**config.mk**
```make
export PLATFORM = sky130hd
export DESIGN_NAME = output_config_sequencer
export DESIGN_NICKNAME = d
export VERILOG_FILES = /design/src/rtl/output_config_sequencer.sv
export SDC_FILE = /design/constraint.sdc
export NUM_CORES = 1
export LEC_CHECK = 0
export CORE_ASPECT_RATIO = 1.2
export CORE_MARGIN = 1
export CORE_UTILIZATION = 40
export CTS_CLUSTER_SIZE = 12
export DETAILED_ROUTE_END_ITERATION = 16
export PLACE_DENSITY_LB_ADDON = 0.25
export SYNTH_ARGS = -nofsm -noshare
export SYNTH_HDL_FRONTEND = slang
export SYNTH_SLANG_ARGS = --single-unit
```
**constraint.sdc**
```tcl
create_clock -name sysClk -period 6.9 [get_ports sysClk]
set_input_delay 0.69 -clock sysClk [delete_from_list [all_inputs] [get_ports sysClk]]
set_output_delay 0.69 -clock sysClk [all_outputs]
set_load 0.01 [all_outputs]
```
**src/rtl/output_config_sequencer.sv**
```systemverilog
// Output configuration sequencer: expands one channel command into the ordered
// CSR write burst (disable, delay, width, pattern words, mode) for a driver bank.
module output_config_sequencer #(
  parameter int CHANNEL_COUNT         = 8,
  parameter int SERDES_WIDTH          = 4,
  parameter int COARSE_DELAY_WIDTH    = 22,
  parameter int COARSE_WIDTH_WIDTH    = 20,
  parameter int PATTERN_ADDRESS_WIDTH = 13
) (
  input  logic                                         sysClk,
  input  logic                                         sysReset,
  input  logic                                         cmdValid,
  output logic                                         cmdReady,
  input  logic [4:0]                                   cmdChannel,
  input  logic [1:0]                                   cmdMode,
  input  logic [COARSE_DELAY_WIDTH+SERDES_WIDTH-1:0]   cmdDelay,
  input  logic [COARSE_WIDTH_WIDTH+SERDES_WIDTH-1:0]   cmdWidth,
  input  logic [PATTERN_ADDRESS_WIDTH:0]               cmdPatternLength,
  output logic [PATTERN_ADDRESS_WIDTH-1:0]             patRdAddr,
  input  logic [SERDES_WIDTH-1:0]                      patRdData,
  output logic [CHANNEL_COUNT-1:0]                     sysCsrStrobe,
  output logic [31:0]                                  sysGPIO_OUT,
  output logic                                         busy,
  output logic                                         doneStrobe,
  output logic                                         errorStrobe
);
  localparam int DelayW = COARSE_DELAY_WIDTH + SERDES_WIDTH;
  localparam int WidthW = COARSE_WIDTH_WIDTH + SERDES_WIDTH;
  localparam int AddrW  = PATTERN_ADDRESS_WIDTH;
  localparam int LenW   = AddrW + 1;
  localparam logic [LenW-1:0]  PatDepth  = {1'b1, {AddrW{1'b0}}};
  localparam logic [AddrW-1:0] AddrMax   = '1;
  localparam logic [5:0]       ChanLimit = 6'(CHANNEL_COUNT);

  typedef enum logic [2:0] {
    S_IDLE, S_DISABLE, S_DELAY, S_WIDTH, S_PATTERN, S_MODE, S_DONE
  } stateT;

  stateT stateReg, stateNext;

  logic [4:0]               chanReg;
  logic [1:0]               modeReg;
  logic [DelayW-1:0]        delayReg;
  logic [WidthW-1:0]        widthReg;
  logic [LenW-1:0]          lenReg;
  logic [LenW-1:0]          lenClamped;
  logic [LenW-1:0]          patIdxReg, patIdxNext;
  logic [AddrW-1:0]         patAddrReg, patAddrNext;
  logic [CHANNEL_COUNT-1:0] strobeReg, strobeNext;
  logic [31:0]              wordReg, wordNext;
  logic                     patPhaseReg, patPhaseNext;
  logic                     writeNext;
  logic [4:0]               wordChan;
  logic                     busyReg, doneReg, errorReg, readyReg;
  logic                     accept, chanBad, patNeeded;

  assign accept     = cmdValid & readyReg;
  assign chanBad    = {1'b0, cmdChannel} >= ChanLimit;
  assign lenClamped = (cmdPatternLength > PatDepth) ? PatDepth : cmdPatternLength;
  assign patNeeded  = modeReg[1] && (lenReg != '0);

  // Next state plus the write that the next state will present on the bus.
  always_comb begin
    stateNext    = stateReg;
    wordNext     = '0;
    writeNext    = 1'b0;
    wordChan     = chanReg;
    patPhaseNext = 1'b0;
    patIdxNext   = patIdxReg;
    patAddrNext  = patAddrReg;

    case (stateReg)
      S_IDLE, S_DONE: begin
        if (accept) stateNext = chanBad ? S_DONE : S_DISABLE;
        else        stateNext = S_IDLE;
      end
      S_DISABLE: stateNext = S_DELAY;
      S_DELAY:   stateNext = S_WIDTH;
      S_WIDTH:   stateNext = patNeeded ? S_PATTERN : S_MODE;
      S_PATTERN: stateNext = (patIdxReg == lenReg - 1'b1) ? S_MODE : S_PATTERN;
      S_MODE:    stateNext = S_DONE;
      default:   stateNext = S_IDLE;
    endcase

    case (stateNext)
      S_DISABLE: begin
        writeNext = 1'b1;
        wordChan  = cmdChannel;
      end
      S_DELAY: begin
        writeNext = 1'b1;
        wordNext  = 32'h4000_0000 | 32'(delayReg);
      end
      S_WIDTH: begin
        writeNext   = 1'b1;
        wordNext    = 32'h8000_0000 | 32'(widthReg);
        patAddrNext = '0;
      end
      S_PATTERN: begin
        writeNext    = 1'b1;
        patPhaseNext = 1'b1;
        patIdxNext   = (stateReg == S_PATTERN) ? patIdxReg + 1'b1 : '0;
        patAddrNext  = (patAddrReg == AddrMax) ? AddrMax : patAddrReg + 1'b1;
        wordNext     = 32'hC000_0000 | (32'(patIdxNext[AddrW-1:0]) << 10);
      end
      S_MODE: begin
        writeNext = 1'b1;
        wordNext  = 32'(modeReg);
      end
      default: ;
    endcase
  end

  genvar gi;
  generate
    for (gi = 0; gi < CHANNEL_COUNT; gi++) begin : g_strobe
      assign strobeNext[gi] = writeNext && (wordChan == 5'(gi));
    end
  endgenerate

  always_ff @(posedge sysClk) begin
    if (sysReset) begin
      stateReg    <= S_IDLE;
      strobeReg   <= '0;
      wordReg     <= '0;
      patPhaseReg <= 1'b0;
      patIdxReg   <= '0;
      patAddrReg  <= '0;
      busyReg     <= 1'b0;
      doneReg     <= 1'b0;
      errorReg    <= 1'b0;
      readyReg    <= 1'b1;
    end else begin
      stateReg    <= stateNext;
      strobeReg   <= strobeNext;
      wordReg     <= wordNext;
      patPhaseReg <= patPhaseNext;
      patIdxReg   <= patIdxNext;
      patAddrReg  <= patAddrNext;
      busyReg     <= !(stateNext == S_IDLE || stateNext == S_DONE);
      doneReg     <= (stateNext == S_DONE);
      errorReg    <= accept && chanBad;
      readyReg    <= (stateNext == S_IDLE || stateNext == S_DONE);
    end
  end

  always_ff @(posedge sysClk) begin
    if (sysReset) begin
      chanReg  <= '0;
      modeReg  <= '0;
      delayReg <= '0;
      widthReg <= '0;
      lenReg   <= '0;
    end else if (accept) begin
      chanReg  <= cmdChannel;
      modeReg  <= cmdMode;
      delayReg <= cmdDelay;
      widthReg <= cmdWidth;
      lenReg   <= lenClamped;
    end
  end

  // Pattern data arrives one cycle after its address, so it is merged into the
  // registered header word in the strobe cycle rather than registered again.
  assign sysGPIO_OUT  = wordReg | (patPhaseReg ? 32'(patRdData) : 32'd0);
  assign sysCsrStrobe = strobeReg;
  assign patRdAddr    = patAddrReg;
  assign busy         = busyReg;
  assign doneStrobe   = doneReg;
  assign errorStrobe  = errorReg;
  assign cmdReady     = readyReg;

endmodule

```
# == After elaboration in Yosys (flattened, before gate mapping) ==
# Index checks and enable logic that the tools add are counted.
# totals
register_bits,146
inputBits,78
output_inout_bits,57
word_cells,76
# op_classes
addsub,3
order_cmp,2
eq_ne,21
mux,14
bitwise_logic,2
reduce_logical,19
# op_table
operator,count
$pmux 32 s4,1
$or 32x4->32,1
$mux 14,2
$pmux 13 s2,1
$eq 5x3->1 const B,4
$eq 3x3->1 const B,6
$pmux 3 s6,1
$add 14x1->14 const B,1
$eq 14x14->1,1
$gt 14x14->1 const B,1
$reduce_bool 14->1,1
$sub 14x1->14 const B,1
$add 13x1->13 const B,1
$eq 13x13->1 const B,1
$mux 13,1
$eq 3x2->1 const B,4
$eq 5x2->1 const B,2
$logic_and 1x1->1,10
$eq 3x1->1 const B,2
$logic_not 3->1,2
$mux 3,2
$eq 5x1->1 const B,1
$ge 5x4->1 const B,1
$logic_not 5->1,1
other kinds (9),12

# == Logic depth before layout (Yosys ltp) ==
# Gate-level depths: netlist of the first run.
# logic_depth
depth_word,8
mapped_depth,12

# == Worst setup path before layout of the first run ==
# Ideal clock, no wire load.
# synth_timing
path_type,flip-flop to flip-flop
startpoint,reg lenReg[0]
endpoint,reg wordReg[17]
setup_time_ps,128
arrival_time_ps,2619
required_time_ps,6772
path_slack_ps,4154
path_stages_with_launch,13
n_path_buf,2
synth_period_minus_slack_ps,2746
path_cell_list,dfxtp_1 -> clkbuf_1 -> inv_1 -> ha_1 -> or3b_2 -> or2_1 -> a21o_1 -> a31oi_1 -> o2111ai_1 -> o21a_2 -> buf_6 -> a222oi_1 -> nor2_1
# synth_between
elab_chain_cells,6
elab_cells_between_ends,12
cone_classes,add/sub: 1; eq/ne: 5; mux: 4; reduce/logical: 2
# synth_lines
item,line_no,rtl
from (decl),45,logic [LenW-1:0] lenReg;
from (signal assigned),159,lenReg <= lenClamped;
$sub 14x1->14 / $reduce_bool 14->1 (equally long branches),"80, 60",
$eq 14x14->1 / $logic_and 1x1->1 (equally long branches),"80, 60",
$mux 1 (on tied branches),"80, 79",
$pmux 3 s6 (*),72,case (stateReg)
$eq 3x3->1 / $eq 3x2->1 (equally long branches),85,case (stateNext)
$pmux 32 s4 (*),85,
to (signal assigned),136,wordReg <= wordNext;
to (decl),50,"logic [31:0] wordReg, wordNext;"
# Every way passes the cells marked *; elsewhere a longest branch is shown, timed or not.
# A chain may end at the register's enable or synchronous reset.

# == Worst setup path after layout of the first run ==
# layout_timing
startpoint,reg lenReg[2]
endpoint,"reg patAddrReg[4], in the netlist patRdAddr[4]"
# layout_between
elab_chain_cells,6
elab_cells_between_ends,11
cone_classes,add/sub: 1; eq/ne: 3; mux: 4; reduce/logical: 3
# layout_lines
item,line_no,rtl
$sub 14x1->14 / $reduce_bool 14->1 (equally long branches),"80, 60",
$eq 14x14->1 / $logic_and 1x1->1 (equally long branches),"80, 60",
$mux 1 (on tied branches),"80, 79",
$pmux 3 s6 (*),72,
$eq 3x3->1 / $eq 3x2->1 (equally long branches),85,
$pmux 13 s2 / $reduce_bool 2->1 (equally long branches),--,
to (signal assigned),139,patAddrReg <= patAddrNext;
to (decl),48,"logic [AddrW-1:0] patAddrReg, patAddrNext;"
# Marked as above.

==> results of run 1 <==
-- cells by family (layout without fill, tap and decap cells) --
family	after synthesis	after routing	synth area share, %
AO/OA/AOI/OAI	196	196	20.1
XOR/XNOR	31	31	4.27
adder cells (fa/ha/maj)	4	4	0.748
buffers and inverters	97	184	7.87
flip-flops	142	142	44.7
multiplexers	4	4	0.630
other	1	4	0.0590
AND/OR/NAND/NOR	294	294	21.7
-- report_power, final --
part	switching [mW]	total, mW	internal [mW]
Combinational	0.282	0.479	0.196
Sequential	0.0522	0.938	0.885
Clock	0.347	0.971	0.624
Total	0.682	2.39	1.71
-- layout by cell type, fill, tap and decap left out, types with 4 or more instances in the layout --
| cell | count |
|---|---|
| bufinv_16 | 4 |
| inv_1 | 16 |
| nand3_1 | 15 |
| mux2i_1 | 4 |
| a22o_1 | 10 |
| dfxtp_1 | 142 |
| clkdlybuf4s50_1 | 129 |
| and2_1 | 4 |
| clkbuf_16 | 17 |
| a21oi_1 | 84 |
| and3_1 | 16 |
| xnor2_1 | 11 |
| or3_1 | 4 |
| nor2_1 | 53 |
| o21ai_0 | 20 |
| a22oi_1 | 18 |
| nand2_1 | 140 |
| buf_4 | 6 |
| a21o_1 | 10 |
| xor2_1 | 20 |
| o22ai_1 | 10 |
| nand3b_1 | 12 |
| nor2b_1 | 4 |
| a222oi_1 | 10 |
| nand2b_1 | 4 |
| o2bb2ai_1 | 5 |
| o211a_1 | 4 |
| nor3_1 | 15 |
| nor4_1 | 6 |
| conb_1 | 4 |
-- per-stage QoR --
step	area [sq um]	utilization, %	hold WS, ns	cells	setup WS [ns]
2_1_floorplan	6370	-	0.432	772	4.15
3_3_place_gp	7540	48.4	0.439	1035	3.36
3_5_place_dp	7540	48.4	0.443	1035	3.35
4_1_cts	8160	52.4	0.451	1067	3.77
5_1_grt	8160	52.4	0.468	1067	3.54
6_report	8160	52.4	0.452	1067	3.79
-- worst max-delay path, delay by kind of cell, from the launching register on --
family                    cells  cell delay, ns
buffers and inverters         1            0.14
and+or+nand+nor               2            1.12
AOI/OAI and AO/OA             5            1.28
xor gates and xnor gates      1            0.11
DFF                           1            0.36
-- per-layer routing --
| layer | up-vias | wire (microns) |
|---|---|---|
| met5 | - | 0 |
| met4 | 0 | 348 |
| met3 | 27 | 574 |
| met2 | 130 | 7880 |
| met1 | 2637 | 7040 |
| li1 | 2807 | - |
-- worst max-delay path by stage --
| stage | endpoint | slack (ns) |
|---|---|---|
| 5_1_grt | patRdAddr[4]$_SDFFE_PP0P_ | 3.54 |
| 3_3_place_gp | patRdAddr[4]$_SDFFE_PP0P_ | 3.36 |
| 4_1_cts | patRdAddr[4]$_SDFFE_PP0P_ | 3.77 |
| 2_1_floorplan | wordReg[17]$_SDFF_PP0_ | 4.15 |
| 3_5_place_dp | patRdAddr[4]$_SDFFE_PP0P_ | 3.35 |
| 6_report | patRdAddr[4]$_SDFFE_PP0P_ | 3.79 |
-- final cells by class --
class / instances / share of cell area, %
repair buffers: 135 / 16.4
well taps: 208 / 3.19
flip-flops and latches: 142 / 34.8
inverters: 17 / 0.812
multi-input cells: 533 / 37.2
clock buffers: 22 / 5.69
clock inverters: 10 / 1.96
-- registers in the layout (all words and copies together) (netlist names) --
signal,cells
errorStrobe,1
patIdxReg,14
modeReg,2
lenReg,14
chanReg,5
busy,1
doneStrobe,1
stateReg,3
delayReg,26
wordReg,28
sysCsrStrobe,8
widthReg,24
patRdAddr,13
cmdReady,1
patPhaseReg,1
==> key figures, run 1 <==
Final layout
  • Area taken by multi-input logic gates: 3030 sq um
  • Layout cells sized above 1: 5.59%
  • Fillers: 1497
  • Area Overhead vs Synth: 28.4%
  • # diodes: 0
  • Sequential cell area: 2840 sq um
  • Nets: 927

Yosys
  • Post-Syn Area per Cell: 8.27 sq um
  • Ys Warns: 0
  • Mapped Area: 6360 sq um
  • Synth unique cells: 62
  • Top post-synthesis cells by area: dfxtp_1 (45%), nand2_1 (8.3%), a21oi_1 (6.6%), buf_4 (3.4%), nor2_1 (3.2%)
  • Top-area cell type share of the netlist area: 44.7%
  • Part of the Yosys area used for sequential elements: 44.7%
  • Commonest cells in the netlist: dfxtp_1 (142), nand2_1 (141), a21oi_1 (84)
  • Synth area leader: dfxtp_1
  • Synth Instances: 769
  • Post-synth EDFFs: 0
  • Seq cells post-synth: 142
  • Count leader, synth: dfxtp_1
  • FFs w/ async S/R, synth: 0%
  • Top_reg_cell synth: dfxtp_1

Placed design
  • GPL Wtd Cong: 0.804
  • # port buffers: 130
  • HPWL Detailed: 10400 microns

Timing
  • Final hold viol count: 0
  • Final period util: 45.1%
  • Max Fclk: 321 MHz
  • RSZ-0062 raised after global routing: no
  • Slew HR: 29.3%
  • Worst-margin pin slew: 1.06 ns
  • Setup violators final: 0
  • Fin crit period: 3.11 ns
  • Setup TNS: 0 ns
  • Slew Viols, Final: 0
  • Worst Skew: 0.00540 ns

Global routing
  • Largest net degree at the start of global routing: 99
  • Global-route wire length before repair: 25800 microns
  • GRT met3 Usage: 4.50%
  • Vias in the first global route: 5253
  • Top Usage Layer GRT: met2
  • Grt met2 use: 34.1%
  • Met1 GRT Util: 24.8%
  • Total track usage: 20.1%
  • Grt total ovfl: 0
  • Initial antenna violation count: 0

Clocking
  • Root buffer cell: clkbuf_16
  • Hold-fix buffers, CTS: 0
  • Later-pin clock latency in the skew report: 0.42 ns
  • Clock transition at path regs: 0.06 ns
  • Setup Buffers After CTS: 0
  • H-tree depth: 4
  • CTS tree: yes
  • Clock Tree Buf Depth: 2
  • Total CTS buffers: 17
  • Cts repair resizes: 0
  • CTS sink count: 142

Die
  • Core area: 15600 sq um
  • Initial Utilization: 40.8%
  • Die width: 117 microns
  • Die area: 16400 sq um
  • Std-Cell Rows: 50
  • Die height: 140 microns
  • Ports: 135

Flow run
  • Max-Cap Viols: 0

Critical path
  • Crit path max fanout: 14
  • Crit path DAT: 3.42 ns
  • Critical path type: flop to flop
  • Worst-path cell chain: or4_1, nor4_4, xor2_1, o31ai_1, o211ai_1, o21ai_4, inv_4, o2bb2ai_1, a22o_1
  • Worst R2R Setup Slack: 3.79 ns
  • R2R cell count: 9
  • CP max stage cell: or4_1
  • CP Launch Type: flop
  • Max incr delay on CP: 0.72 ns
  • CP required: 7.21 ns
  • CP startpoint: lenReg[2]$_SDFFE_PP0P_
  • CP Capture Type: flop
  • R2R Path Start: lenReg[2]$_SDFFE_PP0P_
  • RR Endpoint: patRdAddr[4]$_SDFFE_PP0P_

Pwr
  • Pleak: 3.12 nW
  • Power Density: 292 nW/um^2
  • Tot Pwr: 2.39 mW
  • Max VDD drop: 0.185 mV

Hold path
  • Hold path endpoint: delayReg[24]$_SDFFE_PP0P_
  • Worst hold stages: 2
  • Worst hold path type: flop to flop
  • Hold path start: delayReg[24]$_SDFFE_PP0P_

Detailed routing
  • Post-Route WL: 15800 microns
  • Avg Vias per Cell: 5.25
  • Via Count: 5601
  • Pre-antenna DRT Iters: 5
  • Drt drc: 0
  • Number of routed nets with antenna violations: 0
  • DRT iter0 DRCs: 365
  • Wire per inst: 14.8 microns

Run status
  • Run status: complete, no violations
(Power assumes the default switching activity.)
==> inputs of run 2 (changes only) <==
==> constraint.sdc (replaced) <==
create_clock -name sysClk -period 2.6 [get_ports sysClk]
set_input_delay 0.26 -clock sysClk [delete_from_list [all_inputs] [get_ports sysClk]]
set_output_delay 0.26 -clock sysClk [all_outputs]
set_load 0.01 [all_outputs]
==> key figures, run 2 (synthesis gave the netlist of run 1 again) <==
Timing
  • RSZ-0062 raised after global routing: yes (was no)
  • Worst Slack Setup Final: -0.0575 ns (was 3.79 ns)
  • Final period util: 102% (was 45.1%)
  • Worst-margin pin slew: 0.729 ns (was 1.06 ns)
  • Final hold viol count: 0 (unchanged)
  • Max Fclk: 376 MHz (was 321 MHz)
  • Fin crit period: 2.66 ns (was 3.11 ns)
  • Slew HR: 51.4% (was 29.3%)
  • Min Hold Slack: 0.222 ns (was 0.452 ns)
  • Setup violators final: 5 (was 0)
  • Slew Viols, Final: 0 (unchanged)
  • Worst Skew: 0.0116 ns (was 0.00540 ns)
  • Setup TNS: -0.137 ns (was 0 ns)

Final layout
  • Fillers: 1465 (was 1497)
  • Final cell count without fillers: 1120 (was 1067)
  • Core Util, Final: 56.0% (was 52.4%)
  • Flip-flop count of the largest register after layout: 28 (unchanged)
  • Top Registers: wordReg (28), delayReg (26), widthReg (24) (unchanged)
  • Commonest non-fill, non-tap cells in the layout: nand2_1 (140), dfxtp_1 (140), clkdlybuf4s50_1 (129) (was dfxtp_1 (142), nand2_1 (140), clkdlybuf4s50_1 (129))
  • # diodes: 0 (unchanged)
  • Layout cells sized above 1: 13.5% (was 5.59%)
  • Nets: 980 (was 927)
  • Area Overhead vs Synth: 37.3% (was 28.4%)
  • Biggest register: wordReg (unchanged)

Die
  • Initial Utilization: 40.8% (unchanged)
  • Die height: 140 microns (unchanged)
  • Std-Cell Rows: 50 (unchanged)
  • Die width: 117 microns (unchanged)
  • Ports: 135 (unchanged)
  • Die area: 16400 sq um (unchanged)
  • Core area: 15600 sq um (unchanged)

Pwr
  • Max VDD drop: 0.447 mV (was 0.185 mV)
  • Pleak: 3.41 nW (was 3.12 nW)
  • Psw: 1.91 mW (was 0.682 mW)
  • Comb pwr share: 24.6% (was 20.1%)
  • Clk pwr share: 37.3% (was 40.7%)
  • Sequential power share: 38.1% (was 39.3%)
  • Sw Ratio: 29.8% (was 28.6%)
  • Power Density: 736 nW/um^2 (was 292 nW/um^2)
  • Tot Pwr: 6.42 mW (was 2.39 mW)
  • Internal power: 4.51 mW (was 1.71 mW)

Critical path
  • CP Capture Type: flop (unchanged)
  • Critical path type: flop to flop (unchanged)
  • Crit path DAT: 2.96 ns (was 3.42 ns)
  • R2R cell count: 11 (was 9)
  • CP required: 2.90 ns (was 7.21 ns)
  • Crit path max fanout: 12 (was 14)
  • CP Launch Type: flop (unchanged)

Global routing
  • Grt met2 use: 34.8% (was 34.1%)
  • Largest net degree at the start of global routing: 73 (was 99)
  • Grt total ovfl: 0 (unchanged)
  • Top Usage Layer GRT: met2 (unchanged)
  • Vias in the first global route: 5599 (was 5253)
  • Met1 GRT Util: 26.5% (was 24.8%)
  • Initial antenna violation count: 0 (unchanged)
  • Total track usage: 21.1% (was 20.1%)
  • GRT met3 Usage: 4.80% (was 4.50%)
  • Global-route wire length before repair: 26800 microns (was 25800 microns)

Clocking
  • Later-pin clock latency in the skew report: 0.43 ns (was 0.42 ns)
  • CTS sink count: 142 (unchanged)
  • CTS tree: yes (unchanged)
  • Clock transition at path regs: 0.06 ns (about the same)
  • Setup Buffers After CTS: 0 (unchanged)
  • H-tree depth: 4 (unchanged)
  • Total CTS buffers: 17 (unchanged)
  • Root buffer cell: clkbuf_16 (unchanged)
  • Clock Tree Buf Depth: 2 (unchanged)

Detailed routing
  • Wire per inst: 14.6 microns (was 14.8 microns)
  • Drt drc: 0 (unchanged)
  • Avg Vias per Cell: 5.17 (was 5.25)
  • Pre-antenna DRT Iters: 7 (was 5)
  • Post-Route WL: 16300 microns (was 15800 microns)
  • DRT iter0 DRCs: 299 (was 365)
  • Number of routed nets with antenna violations: 0 (unchanged)
  • Via Count: 5792 (was 5601)

Placed design
  • Placed cell count: 1089 (was 1035)
  • HPWL Detailed: 11400 microns (was 10400 microns)
  • GPL Wtd Cong: 0.801 (was 0.804)
  • # port buffers: 130 (unchanged)

Run status
  • Run status: finished, violations left (was complete, no violations)
  • Failing checks: setup timing

Hold path
  • Worst hold path type: primary input to flop (was flop to flop)
  • Worst hold stages: 2 (unchanged)

Flow run
  • Max-Cap Viols: 0 (unchanged)
[run 2: cell types whose count changed in the layout (fill, tap and decap cells not counted), moves of 3 or more]
| cell | change |
|---|---|
| buf_12 | +3 |
| buf_4 | +46 |
| buf_6 | +4 |
| inv_6 | +3 |
| nor4_1 | -3 |
| nor4_4 | +3 |
[run 2: path summary, 6_finish.rpt]
check                                                from                         to  slack, ns
worst max-delay path               lenReg[1]$_SDFFE_PP0P_     wordReg[13]$_SDFF_PP0_      -0.06
worst min-delay path                             sysReset  widthReg[10]$_SDFFE_PP0P_       0.22
worst max register to register     lenReg[1]$_SDFFE_PP0P_     wordReg[13]$_SDFF_PP0_      -0.06
worst min register to register  delayReg[24]$_SDFFE_PP0P_  delayReg[24]$_SDFFE_PP0P_       0.45
[run 2: layer usage]
metal  vias up  share of wire [%]
li1       2918                  -
met1      2710                 44
met2       143                 50
met3        21                4.2
met4         0                1.6
met5         -                  0
[run 2: power groups by stage]
stage	registers [mW]	clock network [mW]	logic, mW
floorplan	2.49	0	0.910
global placement	2.49	0	1.49
detailed placement	2.49	0	1.50
CTS	2.45	2.44	1.55
global route	2.47	2.56	1.73
finish	2.45	2.40	1.58
[run 2: area by class of cell]
class | instances | area [sq um] | area share, %
tap | 208 | 260 | 2.98
multi-input combinational | 533 | 3190 | 36.5
sequential | 142 | 2850 | 32.6
clock buffer | 20 | 447 | 5.12
inverter | 17 | 68.8 | 0.788
timing repair buffer | 188 | 1790 | 20.5
clock inverter | 12 | 136 | 1.56
[run 2: what timing repair did]
item	4_1_cts	5_1_grt
gates cloned	0	0
hold buffers	0	0
pin swaps	2	10
resized for setup	14	19
setup endpoints to repair	38	36
[run 2: worst max-delay path: stages (launching register included)]
cell       delay [ns]
dfxtp_2          0.34
inv_2            0.07
ha_4             0.14
or3b_4           0.42
or2_4            0.27
a21o_1           0.18
a31oi_4          0.17
o2111ai_4        0.14
o21a_4           0.26
buf_12           0.15
a222oi_1         0.31
nor2_1           0.08
[run 2: through the flow]
step                cell area [sq um]  setup slack (ns)
floorplan                        6390            0.0413
global placement                 8000           -0.0957
detailed placement               8000            -0.165
CTS                              8650           -0.0427
global route                     8730            -0.166
finish                           8730           -0.0575
==> inputs of run 3 (changes only) <==
--- a/config.mk
+++ b/config.mk
@@ -10,6 +10,7 @@
 export CORE_UTILIZATION = 40
 export CTS_CLUSTER_SIZE = 12
 export DETAILED_ROUTE_END_ITERATION = 16
+export MAX_ROUTING_LAYER = met4
 export PLACE_DENSITY_LB_ADDON = 0.25
 export SYNTH_ARGS = -nofsm -noshare
 export SYNTH_HDL_FRONTEND = slang
==> key figures, run 3 (synthesis gave the netlist of run 1 again) <==
Run status
  • Run status: finished, violations left (unchanged)
  • Failing checks: setup timing (unchanged)

Final layout
  • Layout cells sized above 1: 13.5% (unchanged)
  • Flip-flop count of the largest register after layout: 28 (unchanged)
  • Fillers: 1465 (unchanged)
  • # diodes: 0 (unchanged)
  • Nets: 980 (unchanged)
  • Biggest register: wordReg (unchanged)
  • Commonest non-fill, non-tap cells in the layout: nand2_1 (140), dfxtp_1 (140), clkdlybuf4s50_1 (129) (unchanged)
  • Top Registers: wordReg (28), delayReg (26), widthReg (24) (unchanged)
  • Area Overhead vs Synth: 37.3% (unchanged)

Detailed routing
  • Number of routed nets with antenna violations: 0 (unchanged)
  • DRT iter0 DRCs: 351 (was 299)
  • Via Count: 5801 (was 5792)
  • Drt drc: 0 (unchanged)
  • Avg Vias per Cell: 5.18 (was 5.17)
  • Post-Route WL: 16400 microns (was 16300 microns)
  • Pre-antenna DRT Iters: 5 (was 7)
  • Wire per inst: 14.6 microns (about the same)

Clocking
  • Later-pin clock latency in the skew report: 0.43 ns (about the same)
  • Clock Tree Buf Depth: 2 (unchanged)
  • Root buffer cell: clkbuf_16 (unchanged)
  • Clock transition at path regs: 0.06 ns (about the same)
  • Total CTS buffers: 17 (unchanged)
  • Hold-fix buffers, CTS: 0 (unchanged)
  • CTS sink count: 142 (unchanged)
  • CTS tree: yes (unchanged)
  • Setup Buffers After CTS: 0 (unchanged)
  • H-tree depth: 4 (unchanged)

Timing
  • Worst Slack Setup Final: -0.0476 ns (was -0.0575 ns)
  • Worst-margin pin slew: 0.741 ns (was 0.729 ns)
  • Slew Viols, Final: 0 (unchanged)
  • Fin crit period: 2.65 ns (was 2.66 ns)
  • Setup violators final: 5 (unchanged)
  • RSZ-0062 raised after global routing: yes (unchanged)
  • Max Fclk: 378 MHz (was 376 MHz)
  • Setup TNS: -0.101 ns (was -0.137 ns)
  • Final hold viol count: 0 (unchanged)
  • Worst Skew: 0.0112 ns (was 0.0116 ns)
  • Slew HR: 50.6% (was 51.4%)
  • Min Hold Slack: 0.222 ns (about the same)
  • Final period util: 102% (about the same)

Critical path
  • Worst-path cell chain: inv_2, ha_4, or3b_4, or2_4, a21o_1, a31oi_4, o2111ai_4, o21a_4, buf_12, a222oi_1, nor2_1 (unchanged)
  • Critical path type: flop to flop (unchanged)
  • Family with the most delay on the worst path: compound AO/OA/AOI/OAI gates (unchanged)
  • CP Launch Type: flop (unchanged)
  • Crit path DAT: 2.96 ns (about the same)
  • Crit path max fanout: 12 (unchanged)
  • CP startpoint: lenReg[1]$_SDFFE_PP0P_ (unchanged)
  • Bufs and invs on worst path: 2 (unchanged)
  • R2R Path Start: lenReg[1]$_SDFFE_PP0P_ (unchanged)
  • CP Capture Type: flop (unchanged)
  • CP required: 2.91 ns (was 2.90 ns)
  • CP max stage cell: or3b_4 (unchanged)
  • Max incr delay on CP: 0.42 ns (about the same)

Global routing
  • Total track usage: 21.7% (was 21.1%)
  • Largest net degree at the start of global routing: 73 (unchanged)
  • Grt total ovfl: 0 (unchanged)
  • Global-route wire length before repair: 26800 microns (about the same)
  • Vias in the first global route: 5597 (was 5599)
  • Initial antenna violation count: 0 (unchanged)

Placed design
  • GPL Wtd Cong: 0.813 (was 0.801)
  • # port buffers: 130 (unchanged)
  • HPWL Detailed: 11400 microns (unchanged)

Die
  • Die area: 16400 sq um (unchanged)
  • Die width: 117 microns (unchanged)
  • Initial Utilization: 40.8% (unchanged)
  • Std-Cell Rows: 50 (unchanged)
  • Die height: 140 microns (unchanged)
  • Core area: 15600 sq um (unchanged)
  • Ports: 135 (unchanged)

Pwr
  • Power Density: 736 nW/um^2 (about the same)
  • Max VDD drop: 0.446 mV (was 0.447 mV)
  • Pleak: 3.41 nW (unchanged)

Hold path
  • Worst hold path type: primary input to flop (unchanged)
  • Hold path start: sysReset (unchanged)

Flow run
  • Max-Cap Viols: 0 (unchanged)
-- run 3: cell counts in the layout (fill, tap and decap cells not counted) --
No cell type changed its count.
-- run 3: cell type report --
class	instances	area, sq um	area share (%)
timing repair buffer	188	1790	20.5
clock buffer	20	447	5.12
inverter	17	68.8	0.788
sequential	142	2850	32.6
clock inverter	12	136	1.56
multi-input combinational	533	3190	36.5
tap	208	260	2.98
-- run 3: final timing paths --
check	endpoint	slack, ns	cells past startpoint
setup / recovery	wordReg[15]$_SDFF_PP0_	-0.05	11
hold / removal	widthReg[10]$_SDFFE_PP0P_	0.22	2
setup reg to reg	wordReg[15]$_SDFF_PP0_	-0.05	11
hold reg to reg	delayReg[24]$_SDFFE_PP0P_	0.45	2
-- run 3: stage by stage --
| step | instances | util (%) | setup slack [ns] | power, mW | area [sq um] |
|---|---|---|---|---|---|
| floorplan | 772 | - | 0.0413 | 3.40 | 6390 |
| global placement | 1089 | 51.3 | -0.0957 | 3.98 | 8000 |
| detailed placement | 1089 | 51.3 | -0.165 | 3.99 | 8000 |
| CTS | 1121 | 55.5 | -0.0427 | 6.44 | 8650 |
| global route | 1120 | 56.0 | -0.166 | 6.76 | 8730 |
| finish | 1120 | 56.0 | -0.0476 | 6.43 | 8730 |
-- run 3: routing by layer --
metal	wire length, microns	vias to the layer above	global-route usage [%]
met5	0	-	-
met4	269	0	7.79
met3	663	25	4.63
met2	8070	142	34.8
met1	7370	2718	26.6
li1	-	2916	-
-- run 3: power breakdown --
part / internal [mW] / switching, mW / total (mW)
clock: 1.44 / 0.954 / 2.40
combinational: 0.717 / 0.862 / 1.58
sequential: 2.35 / 0.0988 / 2.45
total: 4.51 / 1.92 / 6.43
-- run 3: timing repair --
action                                 4_1_cts  5_1_grt
endpoints found under the hold margin        0        0
gates resized for setup                     14       19
pin swaps                                    2       10
setup endpoints to repair                   38       36
